### src/rtl/npc_pkg.sv
// npc_pkg -- shared types for the next-PC redirect controller.
//   state_t : controller FSM states (IDLE / HOLD / FLUSH)
//   src_t   : redirect source encoding; lower non-zero value = higher priority
//   PC_INIT_VAL : PC value driven during reset and used as the cleared pend value
//   src_beats() : true when source a strictly outranks source b
package npc_pkg;

   typedef enum logic [1:0] {
      IDLE  = 2'd0,
      HOLD  = 2'd1,
      FLUSH = 2'd2
   } state_t;

   // Numeric order doubles as priority order (SYNC highest).
   typedef enum logic [2:0] {
      SRC_NONE = 3'd0,
      SRC_SYNC = 3'd1,
      SRC_EXC  = 3'd2,
      SRC_BR   = 3'd3,
      SRC_INC  = 3'd4
   } src_t;

   localparam logic [31:0] PC_INIT_VAL = 32'h0000_0000;

   function automatic logic src_beats(input src_t a, input src_t b);
      return (a != SRC_NONE) && ((b == SRC_NONE) || (a < b));
   endfunction

endpackage

### src/rtl/npc_redirect_ctrl_if.sv
// npc_redirect_ctrl_if -- redirect request bus plus the priority winner.
//   Request side : cur_pc, sync_we/sync_pc, exc_req/exc_pc, br_err/br_pc, sync_inc
//   Winner side  : win_src (src_t), win_pc (target of the winning request)
// Requests are level-qualified in the cycle they are presented; there is no
// ready back-pressure -- a request not taken in its cycle is either latched
// by the controller (stall) or simply gone.
//   master : drives requests, observes winner
//   slave  : observes requests, drives winner (the priority selector)
interface npc_redirect_ctrl_if
   import npc_pkg::*;
#(
   parameter int PC_WIDTH = 32
);
   logic [PC_WIDTH-1:0] cur_pc;
   logic                sync_we;
   logic [PC_WIDTH-1:0] sync_pc;
   logic                exc_req;
   logic [PC_WIDTH-1:0] exc_pc;
   logic                br_err;
   logic [PC_WIDTH-1:0] br_pc;
   logic                sync_inc;
   src_t                win_src;
   logic [PC_WIDTH-1:0] win_pc;

   modport master (
      output cur_pc, sync_we, sync_pc, exc_req, exc_pc, br_err, br_pc, sync_inc,
      input  win_src, win_pc
   );

   modport slave (
      input  cur_pc, sync_we, sync_pc, exc_req, exc_pc, br_err, br_pc, sync_inc,
      output win_src, win_pc
   );
endinterface

### src/rtl/npc_prio_sel.sv
// npc_prio_sel -- combinational fixed-priority pick of the redirect request.
//   bus (slave modport): request inputs in, win_src/win_pc out.
// Priority: sync_we > exc_req > br_err > sync_inc. sync_inc targets
// cur_pc+4, wrapping modulo 2^PC_WIDTH.
module npc_prio_sel
   import npc_pkg::*;
#(
   parameter int PC_WIDTH = 32
) (
   npc_redirect_ctrl_if.slave bus
);

   always_comb begin
      bus.win_src = SRC_NONE;
      bus.win_pc  = '0;
      if (bus.sync_we) begin
         bus.win_src = SRC_SYNC;
         bus.win_pc  = bus.sync_pc;
      end else if (bus.exc_req) begin
         bus.win_src = SRC_EXC;
         bus.win_pc  = bus.exc_pc;
      end else if (bus.br_err) begin
         bus.win_src = SRC_BR;
         bus.win_pc  = bus.br_pc;
      end else if (bus.sync_inc) begin
         bus.win_src = SRC_INC;
         bus.win_pc  = bus.cur_pc + PC_WIDTH'(4);
      end
   end

endmodule

### src/rtl/npc_redirect_ctrl.sv
// npc_redirect_ctrl -- next-PC select and redirect/flush sequencing.
//   Inputs : cpu_clk, cpu_rst (sync, active-high), suspend, cur_pc,
//            pred_taken/pred_target, sync_we/sync_pc, exc_req/exc_pc,
//            br_err/br_pc, sync_inc
//   Outputs: npc, pc_we, flush, if_valid, redir_busy, redir_cnt, mispred_cnt
// States: IDLE (sequential fetch), HOLD (redirect parked while stalled),
// FLUSH (flush kept high for FLUSH_CYCLES cycles counting the redirect cycle).
// All outputs are combinational from state, registers and inputs.
// Optional feature: define REDIRECT_STATS_EN to build the saturating
// redirect / mispredict counters; otherwise both ports read 0.
module npc_redirect_ctrl
   import npc_pkg::*;
#(
   parameter int FLUSH_CYCLES = 2,
   parameter int PC_WIDTH     = 32
) (
   input  logic                cpu_clk,
   input  logic                cpu_rst,
   input  logic                suspend,
   input  logic [PC_WIDTH-1:0] cur_pc,
   input  logic                pred_taken,
   input  logic [PC_WIDTH-1:0] pred_target,
   input  logic                sync_we,
   input  logic [PC_WIDTH-1:0] sync_pc,
   input  logic                exc_req,
   input  logic [PC_WIDTH-1:0] exc_pc,
   input  logic                br_err,
   input  logic [PC_WIDTH-1:0] br_pc,
   input  logic                sync_inc,
   output logic [PC_WIDTH-1:0] npc,
   output logic                pc_we,
   output logic                flush,
   output logic                if_valid,
   output logic                redir_busy,
   output logic [31:0]         redir_cnt,
   output logic [31:0]         mispred_cnt
);

   localparam logic [2:0]          CNT_LOAD = 3'(FLUSH_CYCLES - 1);
   localparam state_t              ST_AFTER = (FLUSH_CYCLES == 1) ? IDLE : FLUSH;
   localparam logic [PC_WIDTH-1:0] PC_RST   = PC_WIDTH'(PC_INIT_VAL);

   npc_redirect_ctrl_if #(.PC_WIDTH(PC_WIDTH)) sel_if ();

   assign sel_if.cur_pc   = cur_pc;
   assign sel_if.sync_we  = sync_we;
   assign sel_if.sync_pc  = sync_pc;
   assign sel_if.exc_req  = exc_req;
   assign sel_if.exc_pc   = exc_pc;
   assign sel_if.br_err   = br_err;
   assign sel_if.br_pc    = br_pc;
   assign sel_if.sync_inc = sync_inc;

   npc_prio_sel #(.PC_WIDTH(PC_WIDTH)) u_prio_sel (
      .bus (sel_if.slave)
   );

   state_t              state_q, state_d;
   logic [2:0]          cnt_q, cnt_d;
   logic [PC_WIDTH-1:0] pend_pc_q, pend_pc_d;
   src_t                pend_src_q, pend_src_d;
   logic                issue;
   src_t                issue_src;
   logic [PC_WIDTH-1:0] issue_pc;
   logic [PC_WIDTH-1:0] seq_pc;

   assign seq_pc     = pred_taken ? pred_target : (cur_pc + PC_WIDTH'(4));
   assign redir_busy = (state_q != IDLE);

   always_comb begin
      state_d    = state_q;
      cnt_d      = cnt_q;
      pend_pc_d  = pend_pc_q;
      pend_src_d = pend_src_q;
      npc        = seq_pc;
      pc_we      = 1'b0;
      flush      = 1'b0;
      if_valid   = 1'b0;
      issue      = 1'b0;
      issue_src  = SRC_NONE;
      issue_pc   = seq_pc;

      if (sel_if.win_src == SRC_SYNC) begin
         // Debug sync wins from any state regardless of stall.
         issue     = 1'b1;
         issue_src = SRC_SYNC;
         issue_pc  = sel_if.win_pc;
      end else begin
         case (state_q)
            IDLE, FLUSH: begin
               flush = (state_q == FLUSH);
               if (sel_if.win_src != SRC_NONE) begin
                  if (!suspend) begin
                     issue     = 1'b1;
                     issue_src = sel_if.win_src;
                     issue_pc  = sel_if.win_pc;
                  end else begin
                     pend_pc_d  = sel_if.win_pc;
                     pend_src_d = sel_if.win_src;
                     cnt_d      = '0;
                     state_d    = HOLD;
                  end
               end else begin
                  pc_we    = !suspend;
                  if_valid = !suspend && (state_q == IDLE);
                  if (state_q == FLUSH) begin
                     // Count runs through stalls; leave once it reaches zero.
                     cnt_d = cnt_q - 3'd1;
                     if (cnt_q <= 3'd1) begin
                        cnt_d   = '0;
                        state_d = IDLE;
                     end
                  end
               end
            end
            HOLD: begin
               flush = 1'b1;
               if (!suspend) begin
                  issue = 1'b1;
                  if (src_beats(sel_if.win_src, pend_src_q)) begin
                     issue_src = sel_if.win_src;
                     issue_pc  = sel_if.win_pc;
                  end else begin
                     issue_src = pend_src_q;
                     issue_pc  = pend_pc_q;
                  end
               end else if (src_beats(sel_if.win_src, pend_src_q)) begin
                  pend_pc_d  = sel_if.win_pc;
                  pend_src_d = sel_if.win_src;
               end
            end
            default: state_d = IDLE;
         endcase
      end

      if (issue) begin
         pc_we      = 1'b1;
         flush      = 1'b1;
         if_valid   = 1'b0;
         npc        = issue_pc;
         cnt_d      = CNT_LOAD;
         state_d    = ST_AFTER;
         pend_src_d = SRC_NONE;
         pend_pc_d  = PC_RST;
      end

      // Reset overrides outputs; register state is cleared in the flop block.
      if (cpu_rst) begin
         npc      = PC_RST;
         pc_we    = 1'b0;
         flush    = 1'b1;
         if_valid = 1'b0;
         issue    = 1'b0;
      end
   end

   always_ff @(posedge cpu_clk) begin
      if (cpu_rst) begin
         state_q    <= IDLE;
         cnt_q      <= '0;
         pend_pc_q  <= PC_RST;
         pend_src_q <= SRC_NONE;
      end else begin
         state_q    <= state_d;
         cnt_q      <= cnt_d;
         pend_pc_q  <= pend_pc_d;
         pend_src_q <= pend_src_d;
      end
   end

`ifdef REDIRECT_STATS_EN
   logic [31:0] redir_cnt_q, mispred_cnt_q;

   always_ff @(posedge cpu_clk) begin
      if (cpu_rst) begin
         redir_cnt_q   <= '0;
         mispred_cnt_q <= '0;
      end else begin
         if (issue && (redir_cnt_q != 32'hFFFF_FFFF))
            redir_cnt_q <= redir_cnt_q + 32'd1;
         if (issue && (issue_src == SRC_BR) && (mispred_cnt_q != 32'hFFFF_FFFF))
            mispred_cnt_q <= mispred_cnt_q + 32'd1;
      end
   end

   assign redir_cnt   = redir_cnt_q;
   assign mispred_cnt = mispred_cnt_q;
`else
   logic unused_stats;
   assign unused_stats = ^{issue, issue_src};
   assign redir_cnt    = '0;
   assign mispred_cnt  = '0;
`endif

endmodule
### config.mk
export PLATFORM = sky130hd
export DESIGN_NAME = npc_redirect_ctrl
export DESIGN_NICKNAME = d
export VERILOG_FILES = /design/src/rtl/npc_pkg.sv /design/src/rtl/npc_redirect_ctrl_if.sv /design/src/rtl/npc_prio_sel.sv /design/src/rtl/npc_redirect_ctrl.sv
export SDC_FILE = /design/constraint.sdc
export NUM_CORES = 1
export LEC_CHECK = 0
export BUFFER_PORTS_ARGS = -buffer_cell sky130_fd_sc_hd__clkbuf_2
export CAP_MARGIN = 0
export CORE_ASPECT_RATIO = 1.5
export CORE_UTILIZATION = 49
export CTS_CLUSTER_SIZE = 20
export DETAILED_ROUTE_END_ITERATION = 12
export GPL_TIMING_DRIVEN = 0
export PLACE_DENSITY = 0.81
export SLEW_MARGIN = 25
export SYNTH_ARGS = -nofsm -noshare
export SYNTH_HDL_FRONTEND = slang
export SYNTH_SLANG_ARGS = --single-unit
### constraint.sdc
create_clock -name cpu_clk -period 5.7 [get_ports cpu_clk]
set_clock_uncertainty 0.1 [all_clocks]
set_input_delay 0.855 -clock cpu_clk [delete_from_list [all_inputs] [get_ports cpu_clk]]
set_output_delay 0.855 -clock cpu_clk [all_outputs]
set_load 0.02 [all_outputs]
==> results of run 1 <==
cell usage in the layout, fill, tap and decap left out, types with 5 or more instances in the layout:
master	count
sky130_fd_sc_hd__buf_4	66
sky130_fd_sc_hd__nand2_1	107
sky130_fd_sc_hd__o22ai_1	14
sky130_fd_sc_hd__mux2i_1	17
sky130_fd_sc_hd__nor2_1	89
sky130_fd_sc_hd__o21ai_0	55
sky130_fd_sc_hd__xnor2_1	7
sky130_fd_sc_hd__xor2_1	15
sky130_fd_sc_hd__a211oi_1	9
sky130_fd_sc_hd__a31oi_1	9
sky130_fd_sc_hd__nor3_1	32
sky130_fd_sc_hd__clkbuf_2	199
sky130_fd_sc_hd__a21oi_1	82
sky130_fd_sc_hd__and3_1	7
sky130_fd_sc_hd__buf_2	14
sky130_fd_sc_hd__nand2b_1	25
sky130_fd_sc_hd__a221oi_1	21
sky130_fd_sc_hd__clkbuf_1	38
sky130_fd_sc_hd__o21ai_1	18
sky130_fd_sc_hd__dfxtp_1	40
sky130_fd_sc_hd__nor4_1	9
sky130_fd_sc_hd__o211ai_1	16
sky130_fd_sc_hd__nand3_1	26
sky130_fd_sc_hd__and4_1	6
sky130_fd_sc_hd__buf_1	5
sky130_fd_sc_hd__conb_1	64
sky130_fd_sc_hd__inv_1	18
sky130_fd_sc_hd__o31ai_1	13
sky130_fd_sc_hd__a21o_1	5
sky130_fd_sc_hd__ha_1	9
sky130_fd_sc_hd__o21a_1	7
sky130_fd_sc_hd__nand4_1	13
sky130_fd_sc_hd__clkbuf_16	5
sky130_fd_sc_hd__or3_1	8
cells by family after synthesis:
family	after synthesis	share of synthesized area [%]
flops	40	13.5
compound gates	304	33.8
simple gates	357	29.8
buf+inv	149	14.2
xor+xnor	22	3.26
other cells	1	0.0634
mux	20	3.45
fa+ha+maj	9	1.90
area by class of cell:
class,instances,area [sq um]
Timing Repair Buffer,198,991
Tap cell,150,188
Inverter,21,78.8
Sequential cell,40,801
Fill cell,1210,4120
Clock buffer,5,125
Multi-Input combinational cell,776,4540
Buffer,126,754
Clock inverter,2,60.1
per-stage QoR:
| step | worst slack, ps | cell area, sq um | power (uW) | utilization, % | TNS (ps) |
|---|---|---|---|---|---|
| after floorplan | 754 | 6150 | 678 | - | 0 |
| after global placement | -1010 | 7330 | 908 | 62.9 | -22510 |
| after detailed placement | -980 | 7340 | 910 | 63.0 | -21470 |
| after CTS | 161 | 7520 | 1280 | 64.6 | 0 |
| after global routing | 4.74 | 7540 | 1360 | 64.7 | 0 |
| final | 69.8 | 7540 | 1330 | 64.7 | 0 |
routing by layer:
| layer | wire (um) | part of all wire, % |
|---|---|---|
| met5 | 0 | 0 |
| met3 | 4260 | 13 |
| met1 | 10400 | 33 |
| met4 | 3160 | 9.9 |
| met2 | 14000 | 44 |
how the worst min path moves through the flow:
stage | to | depth (start not counted)
CTS | pend_pc_q[9]$_SDFFE_PP0P_ | 2
floorplan | pend_pc_q[14]$_SDFFE_PP0P_ | 2
global route | pend_pc_q[8]$_SDFFE_PP0P_ | 2
global placement | pend_pc_q[9]$_SDFFE_PP0P_ | 2
detailed placement | pend_pc_q[14]$_SDFFE_PP0P_ | 2
finish | pend_pc_q[9]$_SDFFE_PP0P_ | 2
flip-flops by register name, summed over array words and instances (netlist names):
register and cells:
state_q 2, pend_pc_q 32, pend_src_q 3, cnt_q 3
what timing repair did:
item                       CTS  global route
gates resized for setup      3             1
setup endpoints to repair   32             5
pin swaps                    0             0
where the power goes:
part	internal (uW)	switching [uW]	total (uW)
combinational	212	435	648
clock	249	137	387
sequential	288	5.37	293
total	750	578	1330
tightest hold or removal path, cell delays in order (launching register included):
cell	delay, ps
sky130_fd_sc_hd__dfxtp_1	310
sky130_fd_sc_hd__nand2_1	50
sky130_fd_sc_hd__a21oi_1	50
==> impl_table.tex, run 1 <==
\begin{tabular}{lr}
\hline
Metric & Value \\
\hline
\multicolumn{2}{l}{\textbf{STA}} \\
Worst-Margin Slew & 1080 ps \\
Final clock period utilization by the worst path & 98.8\% \\
Maximum clock rate & 178 MHz \\
Worst hold slack across all endpoints & around 350 ps \\
Number of max-slew violations in the final report & 0 \\
Headroom to the max-slew limit & 27.7\% \\
RSZ-0062 raised after global routing & no \\
Final setup violation count & 0 \\
Min cycle time layout & between 5000 and 6000 ps \\
Number of failing hold endpoints at the final stage & 0 \\
\multicolumn{2}{l}{\textbf{Setup path}} \\
Capture instance of the worst register-to-register path & state\_q[1]\$\_SDFFE\_PP0P\_ \\
Required time of the critical path & 4740 ps \\
Highest net fanout along the worst path & 10 \\
Endpoint arrival time on the critical path & $\sim$4700 ps \\
RR Startpoint & state\_q[1]\$\_SDFFE\_PP0P\_ \\
Endpoint type of the worst setup path & output pin \\
Setup slack on the worst flop-to-flop path & 2420 ps \\
Worst path bufs/invs & 5 \\
Number of cells on the critical path & 15 \\
Delay-heaviest family, CP & simple AND/OR/NAND/NOR gates \\
Cells along the critical path & clkbuf\_2, buf\_1, or2\_2, buf\_2, nor2\_4, nand2\_1, inv\_1, ha\_1, nor3\_2, a21oi\_4, o21ai\_1, nand2\_1, or3\_1, a211oi\_2, clkbuf\_2 \\
Worst path slowest cell & sky130\_fd\_sc\_hd\_\_buf\_1 \\
Critical path's largest stage delay & about 520 ps \\
Worst setup SP type & input port \\
Critical Path Source & sync\_we \\
Worst Reg2Reg Path Length in Cells & 9 \\
Crit Path Class & input port to output pin \\
Worst setup path end & npc[24] \\
\multicolumn{2}{l}{\textbf{Detailed routing}} \\
Wirelength per Cell & $\sim$24 um \\
DRC marker count from the first detailed-route iteration & 1104 \\
Per-cell via count in the routed design & 6.58 \\
Antenna-violating nets left & 0 \\
Total DRC errors in the routed layout & 0 \\
Aggregate routed wire length & 31800 um \\
Vias & 8669 \\
Pre-antenna DRT Iters & 7 \\
\multicolumn{2}{l}{\textbf{Clock tree}} \\
Clock transition at the registers of the reported paths & 60 ps \\
Clock sink count & 40 \\
CTS tree & yes \\
Worst-Skew Late Latency & roughly 300 ps \\
Master cell of the clock root buffer & sky130\_fd\_sc\_hd\_\_clkbuf\_16 \\
CTS Buffer Depth & 2 \\
Number of hold buffers added after cts & 0 \\
Count of H-tree levels built during CTS & 2 \\
Post-CTS setup buffers & 0 \\
CTS Buf Count & 5 \\
\multicolumn{2}{l}{\textbf{Logic synthesis}} \\
Sequential share of the synthesized area & 13.5\% \\
Largest area contributor in the netlist & sky130\_fd\_sc\_hd\_\_dfxtp\_1 \\
Async set or reset register ratio after synthesis & 0\% \\
Count of state elements after synthesis & 40 \\
Combined area of all synthesized cells & $\sim$5900 sq um \\
Most numerous cell in the Yosys netlist & sky130\_fd\_sc\_hd\_\_nand2\_1 \\
Library cells used by synthesis & 85 \\
Commonest cells in the netlist & sky130\_fd\_sc\_hd\_\_nand2\_1, sky130\_fd\_sc\_hd\_\_nor2\_1, sky130\_fd\_sc\_hd\_\_a21oi\_1 \\
Most common flop cell mapped by yosys & sky130\_fd\_sc\_hd\_\_dfxtp\_1 \\
Synth top area cells & sky130\_fd\_sc\_hd\_\_dfxtp\_1, sky130\_fd\_sc\_hd\_\_buf\_4, sky130\_fd\_sc\_hd\_\_a21oi\_1, sky130\_fd\_sc\_hd\_\_nand2\_1, sky130\_fd\_sc\_hd\_\_nor2\_1 \\
Post-synth EDFFs & 0 \\
Post-synthesis area per instance & 6.56 sq um \\
Area share of the largest cell type after synthesis & 13.5\% \\
Warning count from the yosys run & 0 \\
Cell count after synthesis & 902 \\
\multicolumn{2}{l}{\textbf{Place}} \\
RD Place Congestion & 1.05 \\
\# placed instances & 1313 \\
HPWL after detailed placement & 24100 um \\
Count of buffers inserted at the top-level ports & 198 \\
\multicolumn{2}{l}{\textbf{Layout}} \\
Antenna cells & 0 \\
Number of nets at the end of the flow & between 1000 and 1500 \\
Share of layout cells above drive strength 1 & 27.8\% \\
Final std cells w/o fill & between 1000 and 1500 \\
Layout overhead on the synthesized area & 27.3\% \\
\multicolumn{2}{l}{\textbf{Power and ir drop}} \\
Pwr/cell area & $\sim$180 nW/um\^{}2 \\
Leakage power & 0.00340 uW \\
Maximum resistive drop on vdd & 0.162 mV \\
\multicolumn{2}{l}{\textbf{Floorplan}} \\
Cell row count & 48 \\
Core region area & 11700 sq um \\
Die Footprint & between 10000 and 15000 sq um \\
DIE WIDTH & roughly 90 um \\
Initial Util & 50.8\% \\
Number of top-level design ports & 268 \\
Floorplan die height & about 140 um \\
\multicolumn{2}{l}{\textbf{Global route}} \\
Largest net degree at the start of global routing & 29 \\
Global Route Usage Sum & about half \\
Wire length of the first global-routing pass & 45900 um \\
Antenna violations before repair & 0 \\
GRT Residual Overflow & 0 \\
Met1 track demand over resource in global routing & 54.5\% \\
Peak-usage layer in the global routing report & met2 \\
Met2 capacity usage during global routing & 80.9\% \\
Met3 GRT Util & 12.8\% \\
Number of global-route vias before repair & 7792 \\
\multicolumn{2}{l}{\textbf{Min path}} \\
Startpoint of the worst hold path & pend\_pc\_q[9]\$\_SDFFE\_PP0P\_ \\
Hold WC Path Type & register to register \\
\multicolumn{2}{l}{\textbf{Status}} \\
Status & completed \\
\multicolumn{2}{l}{\textbf{Flow run}} \\
Max\_cap viols & 0 \\
\hline
\end{tabular}
Note: power is estimated with default switching activity, not from simulation.
==> run 2: changes to the inputs <==
- CORE_MARGIN: unset -> 2
- CORE_UTILIZATION: 49 -> 45
- PLACE_DENSITY: 0.81 -> 0.75
==> run 2 against run 1 <==
  * Maximum frequency grew 2.2%
  * Flip-flop and latch count unchanged
  * First-iteration DRC count is 7.7% lower
  * Utilization fell by 6.6 points
  * Via count decreased by 1.8%
  * Critical path depth rose by 1
  * Clock-buffer cell count unchanged
  * Die area increased by 13%
  * Critical path type unchanged
  * Largest cell class unchanged
==> impl_table.tex, run 2 (synthesis results as in run 1) <==
\begin{tabular}{lr}
\hline
Metric & Value \\
\hline
\multicolumn{2}{l}{\textbf{Status}} \\
Status & completed \\
\multicolumn{2}{l}{\textbf{Power and ir drop}} \\
Leakage power & 0.00337 uW \\
Switching part of the total power & 46.5\% \\
Switching power & 574 uW \\
Pwr/cell area & $\sim$160 nW/um\^{}2 \\
Cell internal power dissipation & 660 uW \\
Gate power share & 52.3\% \\
Portion of total power attributed to sequential cells & 23.8\% \\
Maximum resistive drop on vdd & 0.104 mV \\
Clock Power Share & 24.0\% \\
\multicolumn{2}{l}{\textbf{Clock tree}} \\
Number of hold buffers added after cts & 0 \\
Worst-Skew Late Latency & 300 ps \\
Clock sink count & 40 \\
CTS Buf Count & 5 \\
Clock transition at the registers of the reported paths & around 60 ps \\
CTS Buffer Depth & 2 \\
Post-CTS setup buffers & 0 \\
Master cell of the clock root buffer & sky130\_fd\_sc\_hd\_\_clkbuf\_16 \\
Count of H-tree levels built during CTS & 2 \\
CTS tree & yes \\
\multicolumn{2}{l}{\textbf{Layout}} \\
Registers with the most flip-flops & pend\_pc\_q (32), cnt\_q (3), pend\_src\_q (3) \\
Layout overhead on the synthesized area & 26.5\% \\
Number of nets at the end of the flow & $\sim$1300 \\
Final core utilization & 58.1\% \\
Flip-flop count of the largest register, all copies and words added & 32 \\
Commonest non-fill, non-tap cell in the layout & sky130\_fd\_sc\_hd\_\_clkbuf\_2 \\
Share of layout cells above drive strength 1 & 27.8\% \\
Most flops, register & pend\_pc\_q \\
Commonest cells after routing, fill and taps aside & sky130\_fd\_sc\_hd\_\_clkbuf\_2, sky130\_fd\_sc\_hd\_\_nand2\_1, sky130\_fd\_sc\_hd\_\_nor2\_1 \\
Final design instance area without fill & 7490 sq um \\
\multicolumn{2}{l}{\textbf{Detailed routing}} \\
Per-cell via count in the routed design & 6.42 \\
Detailed-routed wire length on met2 & 14900 um \\
DRC marker count from the first detailed-route iteration & slightly above 1000 \\
Vias & 8515 \\
Post-route met1 wirelength & 10900 um \\
Wirelength per Cell & 24.5 um \\
Total DRC errors in the routed layout & 0 \\
Detailed route wirelength on metal3 & 3980 um \\
DR top layer & met4 \\
Aggregate routed wire length & 32500 um \\
Antenna-violating nets left & 0 \\
Pre-antenna DRT Iters & 6 \\
\multicolumn{2}{l}{\textbf{Setup path}} \\
Required time of the critical path & 4740 ps \\
Endpoint type of the worst setup path & output pin \\
Highest net fanout along the worst path & 14 \\
Endpoint arrival time on the critical path & approximately 4600 ps \\
Crit Path Class & input port to output pin \\
Worst setup SP type & input port \\
\multicolumn{2}{l}{\textbf{STA}} \\
Final setup violation count & 0 \\
Setup TNS after final layout & 0 ps \\
Final clock period utilization by the worst path & 96.7\% \\
Worst-Margin Slew & around 1100 ps \\
RSZ-0062 raised after global routing & no \\
Worst hold slack across all endpoints & 359 ps \\
Number of failing hold endpoints at the final stage & 0 \\
Min cycle time layout & 5510 ps \\
Maximum clock rate & 181 MHz \\
Number of max-slew violations in the final report & 0 \\
Headroom to the max-slew limit & approximately 29\% \\
\multicolumn{2}{l}{\textbf{Floorplan}} \\
Initial Util & 45.9\% \\
Number of top-level design ports & 268 \\
Cell row count & between 50 and 60 \\
Core region area & between 10000 and 15000 sq um \\
Die Footprint & 14100 sq um \\
DIE WIDTH & 97.6 um \\
Floorplan die height & between 100 and 150 um \\
\multicolumn{2}{l}{\textbf{Place}} \\
Count of buffers inserted at the top-level ports & roughly 200 \\
RD Place Congestion & 1.09 \\
HPWL after detailed placement & 25100 um \\
Instance area at placement & approximately 7300 sq um \\
\multicolumn{2}{l}{\textbf{Global route}} \\
GRT Residual Overflow & 0 \\
Number of global-route vias before repair & roughly 8000 \\
Wire length of the first global-routing pass & 46100 um \\
Largest net degree at the start of global routing & 20 \\
Antenna violations before repair & 0 \\
Global Route Usage Sum & 43.7\% \\
\multicolumn{2}{l}{\textbf{Flow run}} \\
Max\_cap viols & 0 \\
\multicolumn{2}{l}{\textbf{Min path}} \\
Hold WC Path Type & register to register \\
\hline
\end{tabular}
[run 2: changes by cell type in the layout (fill, tap and decap cells not counted), sizes merged]
cell	delta
buf	-1
bufinv	-2
clkinv	+1
clkinvlp	+1
diode	+1
[run 2: critical path, stage by stage]
cell and delay (ps):
sky130_fd_sc_hd__clkbuf_2 260, sky130_fd_sc_hd__or2_2 350, sky130_fd_sc_hd__buf_2 230, sky130_fd_sc_hd__nor2_2 380, sky130_fd_sc_hd__nand2_1 150, sky130_fd_sc_hd__inv_1 120, sky130_fd_sc_hd__ha_1 200, sky130_fd_sc_hd__nor2_1 60
sky130_fd_sc_hd__o21a_1 220, sky130_fd_sc_hd__a211oi_2 520, sky130_fd_sc_hd__buf_4 320, sky130_fd_sc_hd__a21oi_1 130, sky130_fd_sc_hd__o211ai_1 140, sky130_fd_sc_hd__o21ai_1 100, sky130_fd_sc_hd__a211oi_2 280, sky130_fd_sc_hd__clkbuf_2 230
[run 2: final timing paths]
| kind | endpoint | slack, ps | from | depth (start not counted) |
|---|---|---|---|---|
| max | npc[24] | 190 | sync_we | 16 |
| min | pend_pc_q[27]$_SDFFE_PP0P_ | 360 | pend_pc_q[27]$_SDFFE_PP0P_ | 2 |
| max reg2reg | pend_src_q[1]$_SDFFE_PP0P_ | 2550 | state_q[0]$_SDFFE_PP0P_ | 8 |
| min reg2reg | pend_pc_q[27]$_SDFFE_PP0P_ | 360 | pend_pc_q[27]$_SDFFE_PP0P_ | 2 |
[run 2: metal layers]
| layer | up-vias | global-route usage, % |
|---|---|---|
| met1 | 3803 | 47.1 |
| li1 | 3737 | - |
| met5 | - | 0 |
| met4 | 0 | 32.7 |
| met3 | 187 | 10.1 |
| met2 | 788 | 74.6 |
[run 2: final cells by class]
type | count | area (sq um)
repair buffers | 198 | 991
inverters | 21 | 78.8
multi-input cells | 776 | 4530
clock buffers | 5 | 125
well taps | 159 | 199
flip-flops and latches | 40 | 801
fillers | 1381 | 5400
diodes | 1 | 2.50
plain buffers | 125 | 751
clock inverters | 2 | 12.5
[run 2: stage by stage]
stage,cells,total power (uW),worst slack (ps)
finish,1327,1230,189
global route,1326,1270,58.8
CTS,1327,1200,53.6
detailed placement,1322,915,-893
global placement,1322,914,-847
floorplan,965,678,754
[run 2: power by group through the flow]
stage / Combinational (uW) / Clock (uW) / Sequential, uW
CTS: 616 / 288 / 293
finish: 645 / 296 / 294
global placement: 614 / 0 / 300
detailed placement: 615 / 0 / 300
floorplan: 380 / 0 / 298
global route: 672 / 300 / 294
[run 2: timing repair]
action                                  4_1_cts  5_1_grt
endpoints found under the setup margin       32       12
gates resized for setup                       1        1
pin swaps                                     0        0
